$ cat src/rtl/weighted_majority_window.sv
// N-channel weighted voter with a DEPTH-sample sliding window; decision/tie/win_sum/fill register one edge after in_valid.
// No backpressure: every in_valid sample is taken unless a weight write flushes it. VOTE_HYST_EN enables the HYST margin rule.
module weighted_majority_window #(
  parameter int N     = 4,
  parameter int WW    = 4,
  parameter int DEPTH = 4,
  parameter int HYST  = 0,
  localparam int AW   = (N > 1) ? $clog2(N) : 1,
  localparam int FW   = $clog2(DEPTH + 1),
  localparam int WINW = WW + $clog2(N + 1) + $clog2(DEPTH + 1)
) (
  input  logic            clk,
  input  logic            rst,
  input  logic            in_valid,
  input  logic [N-1:0]    in_bits,
  input  logic            wr_en,
  input  logic [AW-1:0]   wr_addr,
  input  logic [WW-1:0]   wr_data,
  output logic            vote_out,
  output logic            out_valid,
  output logic            tie,
  output logic [WINW-1:0] win_sum,
  output logic [FW-1:0]   fill
);

  localparam int SW = WW + $clog2(N + 1);
  localparam int PW = (DEPTH > 1) ? $clog2(DEPTH) : 1;
  localparam int DW = WINW + 2;

  logic [WW-1:0]   weight_q [N];
  logic [SW-1:0]   win_q [DEPTH];
  logic [PW-1:0]   ptr_q, ptr_d;
  logic [WINW-1:0] win_sum_q, win_sum_d;
  logic [FW-1:0]   fill_q, fill_d;
  logic            vote_q, vote_d;
  logic            tie_q, tie_d;
  logic            out_valid_q;

  logic [SW-1:0]   total_w;
  logic [SW-1:0]   score;
  logic [WINW-1:0] eff;
  logic [WINW:0]   two_sum;
  logic            full;
  logic            wr_ok;
  logic            smp;

  always_comb begin
    total_w = '0;
    score   = '0;
    for (int i = 0; i < N; i++) begin
      total_w = total_w + SW'(weight_q[i]);
      if (in_bits[i]) score = score + SW'(weight_q[i]);
    end
  end

  // Out-of-range addresses behave exactly as if no write were requested.
  assign wr_ok = wr_en && (int'(wr_addr) < N);
  assign smp   = in_valid && !wr_ok;
  assign full  = (fill_q == FW'(DEPTH));

  always_comb begin
    win_sum_d = win_sum_q + WINW'(score) - (full ? WINW'(win_q[ptr_q]) : '0);
    fill_d    = full ? fill_q : fill_q + 1'b1;
    ptr_d     = (ptr_q == PW'(DEPTH - 1)) ? '0 : ptr_q + 1'b1;
    eff       = WINW'(total_w) * WINW'(fill_d);
    two_sum   = {win_sum_d, 1'b0};
  end

`ifdef VOTE_HYST_EN
  logic signed [DW-1:0] margin;
  logic signed [DW-1:0] hyst_s;

  always_comb begin
    hyst_s = DW'(HYST);
    margin = $signed({1'b0, two_sum}) - $signed({2'b00, eff});
    vote_d = vote_q;
    if (margin > hyst_s)       vote_d = 1'b1;
    else if (margin < -hyst_s) vote_d = 1'b0;
    tie_d  = (margin == '0);
  end
`else
  always_comb begin
    vote_d = vote_q;
    tie_d  = 1'b0;
    if (two_sum > {1'b0, eff})      vote_d = 1'b1;
    else if (two_sum < {1'b0, eff}) vote_d = 1'b0;
    else                            tie_d  = 1'b1;
  end
`endif

  always_ff @(posedge clk) begin
    if (rst) begin
      for (int i = 0; i < N; i++) weight_q[i] <= WW'(1);
      for (int j = 0; j < DEPTH; j++) win_q[j] <= '0;
      ptr_q       <= '0;
      win_sum_q   <= '0;
      fill_q      <= '0;
      vote_q      <= 1'b0;
      tie_q       <= 1'b0;
      out_valid_q <= 1'b0;
    end else begin
      out_valid_q <= 1'b0;
      if (wr_ok) begin
        for (int i = 0; i < N; i++)
          if (wr_addr == AW'(i)) weight_q[i] <= wr_data;
        for (int j = 0; j < DEPTH; j++) win_q[j] <= '0;
        ptr_q     <= '0;
        win_sum_q <= '0;
        fill_q    <= '0;
      end else if (smp) begin
        win_q[ptr_q] <= score;
        ptr_q        <= ptr_d;
        win_sum_q    <= win_sum_d;
        fill_q       <= fill_d;
        vote_q       <= vote_d;
        tie_q        <= tie_d;
        out_valid_q  <= 1'b1;
      end
    end
  end

  assign vote_out  = vote_q;
  assign out_valid = out_valid_q;
  assign tie       = tie_q;
  assign win_sum   = win_sum_q;
  assign fill      = fill_q;

endmodule
$ cat config.mk
export PLATFORM = sky130hd
export DESIGN_NAME = weighted_majority_window
export DESIGN_NICKNAME = d
export VERILOG_FILES = /design/src/rtl/weighted_majority_window.sv
export SDC_FILE = /design/constraint.sdc
export NUM_CORES = 1
export LEC_CHECK = 0
export CAP_MARGIN = 20
export CORE_ASPECT_RATIO = 1.5
export CORE_MARGIN = 2
export CORE_UTILIZATION = 30
export CTS_CLUSTER_SIZE = 16
export DETAILED_ROUTE_END_ITERATION = 6
export SLEW_MARGIN = 20
export SYNTH_ARGS = -nofsm -noshare
export SYNTH_HDL_FRONTEND = slang
export SYNTH_SLANG_ARGS = --single-unit
$ cat constraint.sdc
create_clock -name clk -period 11.7 [get_ports clk]
set_input_delay 2.34 -clock clk [delete_from_list [all_inputs] [get_ports clk]]
set_output_delay 2.34 -clock clk [all_outputs]
set_load 0.02 [all_outputs]
==> reports/results.tsv <==
metric	value	unit
status	finished, final reports clean	
slowest cell on the critical path	clkdlybuf4s50_1	
DR WL/cell	15.3	µm
hold-critical path endpoint	tie	
routability congestion estimate	0.907	
most frequent cells in the layout	55 x nor2_1, 49 x ha_1, 47 x inv_1	
share of the synthesized area in the top cell type	27.2	%
Vias	3477	
number of global-route vias before repair	3752	
Hold Buf Count CTS	0	
Clk pwr share	20.0	%
Finished Layout Cells	719	
Slew HR	57.2	%
CP bufs+invs	3	
Via-to-Cell Ratio	4.84	
clock sinks	64	
Layout area overhead	16.0	%
die span in x	108	µm
initial antenna violation count	0	
global route overflow	0	
GRT Total Usage	13.4	%
First-pass DRT Iterations	4	
Yosys warning total	0	
R2R setup slack	4.93	ns
Seq/Total Area, Yosys	35.4	%
Synth cell types	54	
total power density per cell area	218	nW/µm²
worst setup path category	in -> reg	
max cap viols	0	
R2R Path End	vote_out	
Leakage	2.33	nW
Post-synth EDFFs	44	
RSZ-0062 raised after global routing	no	
Worst Hold Launch	tie	
cell mode on critical path	ha_1	
global-route wire length before repair	17900	µm
Clock Latency Late Sink	0.33	ns
Yosys reg bits	64	
achievable frequency	112	MHz
switch share	40.9	%
CTS tree	built	
DRC viols	0	
dominant cell type by area after synthesis	edfxtp_1	
crit-path max FO	6	
Worst setup EP type	flop	
hold path cells	2	
most common flop cell mapped by yosys	edfxtp_1	
postcts setup bufs	0	
sequential cell area	1720	µm²
crit start category	input pin	
ANT nets after route	0	
Min-Delay Path Class	reg -> reg	
commonest non-fill, non-tap cell in the layout	nor2_1	
clk root buf	clkbuf_16	
Reg power frac	23.0	%
Die ar.	17300	µm²
core area	16000	µm²
Mapped Cells	479	
area occupied by multi-input gates	2900	µm²
Slew @ Worst Pin	0.624	ns
asr flop ratio synth	0	%
DRT iter0 DRCs	125	
Hold Vio Cnt, Final	0	
crit-path max cell delay	0.57	ns
Pint	0.000728	W
reg2reg path depth	29	
endpoints failing setup	0	
DIE HEIGHT	160	µm
# diodes	0	
Syn Area/Cell	10.2	µm²
H-tree levels	3	
Post-Syn Area	4870	µm²
sw power	0.000504	W
combinational share of power	57.0	%
Crit path required time	11.97	ns
syn_nets	565	
critical path arrival	9.23	ns
Cell Rows	57	
DP HPWL	8880	µm
Placed Area	5370	µm²
# fillers	1590	
Initial Util	30.3	%
Slew Limit Fails	0	
fin util	35.2	%
CP delay by family, top	adder cells	
largest net degree at the start of global routing	17	
Worst Skew	0.00300	ns
layout cells sized above 1	6.82	%
Design Area, Final	5640	µm²
Fin Setup TNS	0	ns
worst-case vdd ir drop	0.0973	mV
top cells by area, synth	edfxtp_1 27%, ha_1 13%, fa_1 9.5%, dfxtp_1 8.2%, nor2_1 4.2%	
cts repair resizes	0	
detailed-route wire length	11000	µm
dpl cells	703	
Top Ports	30	
final net count	594	
I/O Buffers	29	
R2R Path Start	weight_q[0][0]	
CTS buffer count	9	
minimum clock period	8.96	ns
Clock transition at path regs	0.05	ns
crit share post-route	76.6	%
clk buf depth	2	
area by class of cell:
cell class	count	area share (%)
clock buffers	13	4.61
clock inverters	3	0.333
inverters	49	3.26
multi-input cells	354	51.5
flip-flops and latches	64	30.5
well taps	206	4.57
repair buffers	30	5.28
cells in the mapped netlist, types with 3 or more instances:
master	instances
a21o_1	7
a21oi_1	26
a31oi_1	3
and2_1	22
clkbuf_1	7
dfxtp_1	20
edfxtp_1	44
fa_1	23
ha_1	49
inv_1	47
mux2_2	5
mux2i_1	13
mux4_2	7
nand2_1	34
nand2b_1	7
nand3_1	7
nor2_1	55
nor2b_1	9
nor3_1	6
o21a_1	6
o21ai_0	6
o21ai_1	9
o21bai_1	8
xnor2_1	14
xor2_1	7
kinds of logic after synthesis:
kind of cell             after synthesis  synth area share [%]
flip-flops                            64                  35.4
AO/OA/AOI/OAI                         84                  11.6
XOR/XNOR                              22                  4.24
multiplexers                          25                  7.07
buffers and inverters                 61                  4.94
AND/OR/NAND/NOR                      151                  14.7
adder cells (fa/ha/maj)               72                  22.1
routing by layer:
| metal | wire [µm] | track usage, % | vias up | share of wire, % |
|---|---|---|---|---|
| li1 | - | - | 1715 | - |
| met1 | 4270 | 14.4 | 1657 | 39 |
| met2 | 5890 | 24.4 | 79 | 54 |
| met3 | 333 | 2.33 | 26 | 3.0 |
| met4 | 490 | 7.46 | 0 | 4.5 |
| met5 | 0 | 0 | - | 0 |
per-stage QoR:
stage	worst slack (ns)	hold slack (ns)	total power, W
after detailed placement	2.46	0.446	0.000989
after floorplan	3.67	0.526	0.000825
after global placement	2.73	0.449	0.000967
after CTS	2.80	0.454	0.00124
final	2.74	0.448	0.00123
after global routing	2.26	0.493	0.00134
power groups by stage:
stage               Combinational, W  Clock (W)  Sequential (W)
global placement            0.000679          0        0.000288
CTS                         0.000704   0.000253        0.000284
finish                      0.000702   0.000246        0.000284
detailed placement          0.000700          0        0.000289
floorplan                   0.000531          0        0.000294
global route                0.000791   0.000264        0.000286
flip-flops by register name (all words and copies together), names as in the netlist, named ones only:
register,flops
win_q,28
win_sum,10
ptr_q,2
vote_out,1
out_valid,1
fill,3
tie,1
weight_q,16
worst reg2reg max path, delay by kind of cell, from the launching register on:
kind / cells / cell delay [ns]
buffers and inverters: 3 / 0.29
flip-flops: 1 / 0.41
XOR/XNOR: 4 / 0.92
multiplexers: 2 / 0.54
AO/OA/AOI/OAI: 8 / 1.50
AND/OR/NAND/NOR: 5 / 0.70
adder cells (fa/ha/maj): 7 / 2.35
worst max path at each step:
stage / cells after the start / end / slack (ns) / from
after floorplan: 29 / vote_out / 3.67 / in_bits[0]
after global placement: 32 / vote_out / 2.73 / in_bits[0]
after detailed placement: 32 / vote_out / 2.46 / in_bits[0]
after CTS: 32 / vote_out / 2.80 / in_bits[0]
after global routing: 32 / vote_out / 2.26 / in_bits[0]
final: 32 / vote_out / 2.74 / in_bits[0]
Power figures use the tool's default switching activity.
==> variant (same flow settings) <==
Reset style: asynchronous (`rst`), changed in one clocked block.
--- a/src/rtl/weighted_majority_window.sv
+++ b/src/rtl/weighted_majority_window.sv
@@ -88,7 +88,7 @@
   end
 `endif
 
-  always_ff @(posedge clk) begin
+  always_ff @(posedge clk or posedge rst) begin
     if (rst) begin
       for (int i = 0; i < N; i++) weight_q[i] <= WW'(1);
       for (int j = 0; j < DEPTH; j++) win_q[j] <= '0;
Function: differs if rst is asserted again (counterexample within 4 cycles, from zero or initial values and one cycle with rst high); with rst held inactive, the same outputs for 4 cycles.
==> variant against the original RTL <==
Clock skew grew 0.0082 ns; register-to-register slack lost 0.07 ns; synthesized area increased by 3.1%; sequential cell count down 2; cell area rose by 1.8%; hold slack improved by 0.075 ns; setup slack better by 0.19 ns; routed wire length increased by 2.7%; synthesized cell count rose by 4.8%; total power up 41%; critical path type unchanged; highest routed layer unchanged.
==> variant: results (changes against the original RTL) <==
Clock H-tree levels -> 3 (unchanged)
Seq/Total Area, Yosys -> 31.0% (was 35.4%)
total setup buffers inserted after CTS -> 0 (unchanged)
Routability Congestion -> 0.802 (was 0.907)
initial antenna violation count -> 0 (unchanged)
clk slew on worst S/H paths -> 0.06 ns
NumNets Final -> 615 (was 594)
maximum vdd drop -> 0.155 mV (was 0.0973 mV)
Crit-path slowest cell -> clkdlybuf4s50_1 (unchanged)
top cells by count, synth -> dfrtp_1, nor2_1, ha_1 (was nor2_1, ha_1, inv_1)
Syn Nets -> 587 (was 565)
vias per cell -> 4.95 (was 4.84)
CTS Root Cell -> clkbuf_16 (unchanged)
Pre-antenna DRT Iters -> 6 (was 4)
crit-path max FO -> 5 (was 6)
DRT iter0 DRCs -> 180 (was 125)
status -> finished clean (unchanged)
Buffers on Ports -> 29 (unchanged)
Synth warnings -> 0 (unchanged)
share of layout cells above drive strength 1 -> 12.1% (was 6.82%)
top area cells in the synthesized netlist -> dfrtp_1, ha_1, fa_1 (was edfxtp_1, ha_1, fa_1)
Netlist cell types -> 53 (was 54)
Longest Clk Path Bufs -> 2 (unchanged)
WP data arrival -> 9.00 ns (was 9.23 ns)
Max-slew headroom -> 46.0% (was 57.2%)
HP Class -> flop to flop (unchanged)
Largest register FFs -> 28 (unchanged)
largest net degree at the start of global routing -> 63 (was 17)
max incr delay on CP -> 0.50 ns (was 0.57 ns)
Most flops, register -> win_q (unchanged)
Area after DPL -> 0.00544 sq mm (was 0.00537 sq mm)
GRT Total Usage -> 13.7% (was 13.4%)
clk_skew -> 0.0112 ns (was 0.00300 ns)
Diodes inserted -> 0 (unchanged)
Clock Latency Late Sink -> 0.34 ns
async set or reset register ratio after synthesis -> 100% (was 0%)
dpl hpwl -> 8.94 mm (was 8.88 mm)
Resized Gates After CTS -> 0 (unchanged)
first-pass GRT wire length -> 18.7 mm (was 17.9 mm)
cts bufs inserted -> 9 (unchanged)
leakage power -> 2.61 nW (was 2.33 nW)
via count of the first global-routing pass -> 3789 (was 3752)
routed len/inst -> 15.2 um (was 15.3 um)
Top delay family on crit path -> adder cells (unchanged)
[variant: changes by cell type after synthesis, sizes merged, moves of 6 or more]
cell / delta
a21oi: +9
dfxtp: -20
nor3b: +6
mux2: +15
edfxtp: -44
a211oi: +15
and2: -11
nand2: +11
dfrtp: +58
[variant: worst reg2reg max path, delay by kind of cell, from the launching register on]
kind / cells / cell delay [ns]
xor+xnor: 3 / 0.73
simple gates: 9 / 1.43
compound gates: 9 / 1.48
fa+ha+maj: 7 / 2.18
buf+inv: 6 / 0.34
flops: 1 / 0.57
[variant: logic make-up (layout without fill, tap and decap cells)]
| family | after synthesis | count (layout) | synth area share (%) |
|---|---|---|---|
| and+or+nand+nor | 144 | 144 | 13.6 |
| AOI/OAI and AO/OA | 94 | 94 | 12.2 |
| adders and majority gates | 72 | 72 | 21.4 |
| buffers and inverters | 63 | 96 | 6.36 |
| DFF | 62 | 62 | 31.0 |
| muxes | 42 | 42 | 10.6 |
| xor gates and xnor gates | 25 | 25 | 4.82 |
[variant: metrics by stage]
step / total power [mW] / utilization [%] / setup WS, ns / instances
3_5_place_dp: 1.46 / 33.5 / 2.62 / 725
3_3_place_gp: 1.42 / 33.5 / 2.83 / 725
2_1_floorplan: 1.19 / - / 3.72 / 502
4_1_cts: 1.75 / 35.3 / 2.95 / 741
5_1_grt: 1.92 / 35.3 / 2.40 / 741
6_report: 1.73 / 35.3 / 2.93 / 741
[variant: worst paths after layout]
path	from	to	slack [ns]	cells past startpoint
worst max-delay path	in_bits[0]	vote_out$_DFFE_PP0P_	2.93	35
worst min-delay path	vote_out$_DFFE_PP0P_	vote_out$_DFFE_PP0P_	0.52	1
worst max register to register	weight_q[12]$_DFFE_PP1P_	vote_out$_DFFE_PP0P_	4.86	34
worst min register to register	vote_out$_DFFE_PP0P_	vote_out$_DFFE_PP0P_	0.52	1
max in group asynchronous	rst	fill[1]$_DFFE_PP0P_	8.61	3
min in group asynchronous	rst	ptr_q[0]$_DFFE_PP0P_	2.55	3
[variant: layer usage]
metal | track usage [%] | vias to the layer above | part of all wire, %
li1 | - | 1782 | -
met1 | 15.1 | 1795 | 39
met2 | 25.0 | 68 | 55
met3 | 2.48 | 23 | 3.0
met4 | 6.16 | 0 | 2.7
met5 | 0 | - | 0
[variant: layout make-up]
type,instances,area [sq um]
inverters,48,180
fillers,1632,10500
repair buffers,32,308
multi-input cells,377,3140
clock buffers,9,225
flip-flops and latches,62,1560
well taps,206,258
clock inverters,7,80.1
[variant: power breakdown]
group | switching [mW] | internal, mW
registers | 0.0395 | 0.248
clock network | 0.107 | 0.168
logic | 0.660 | 0.512
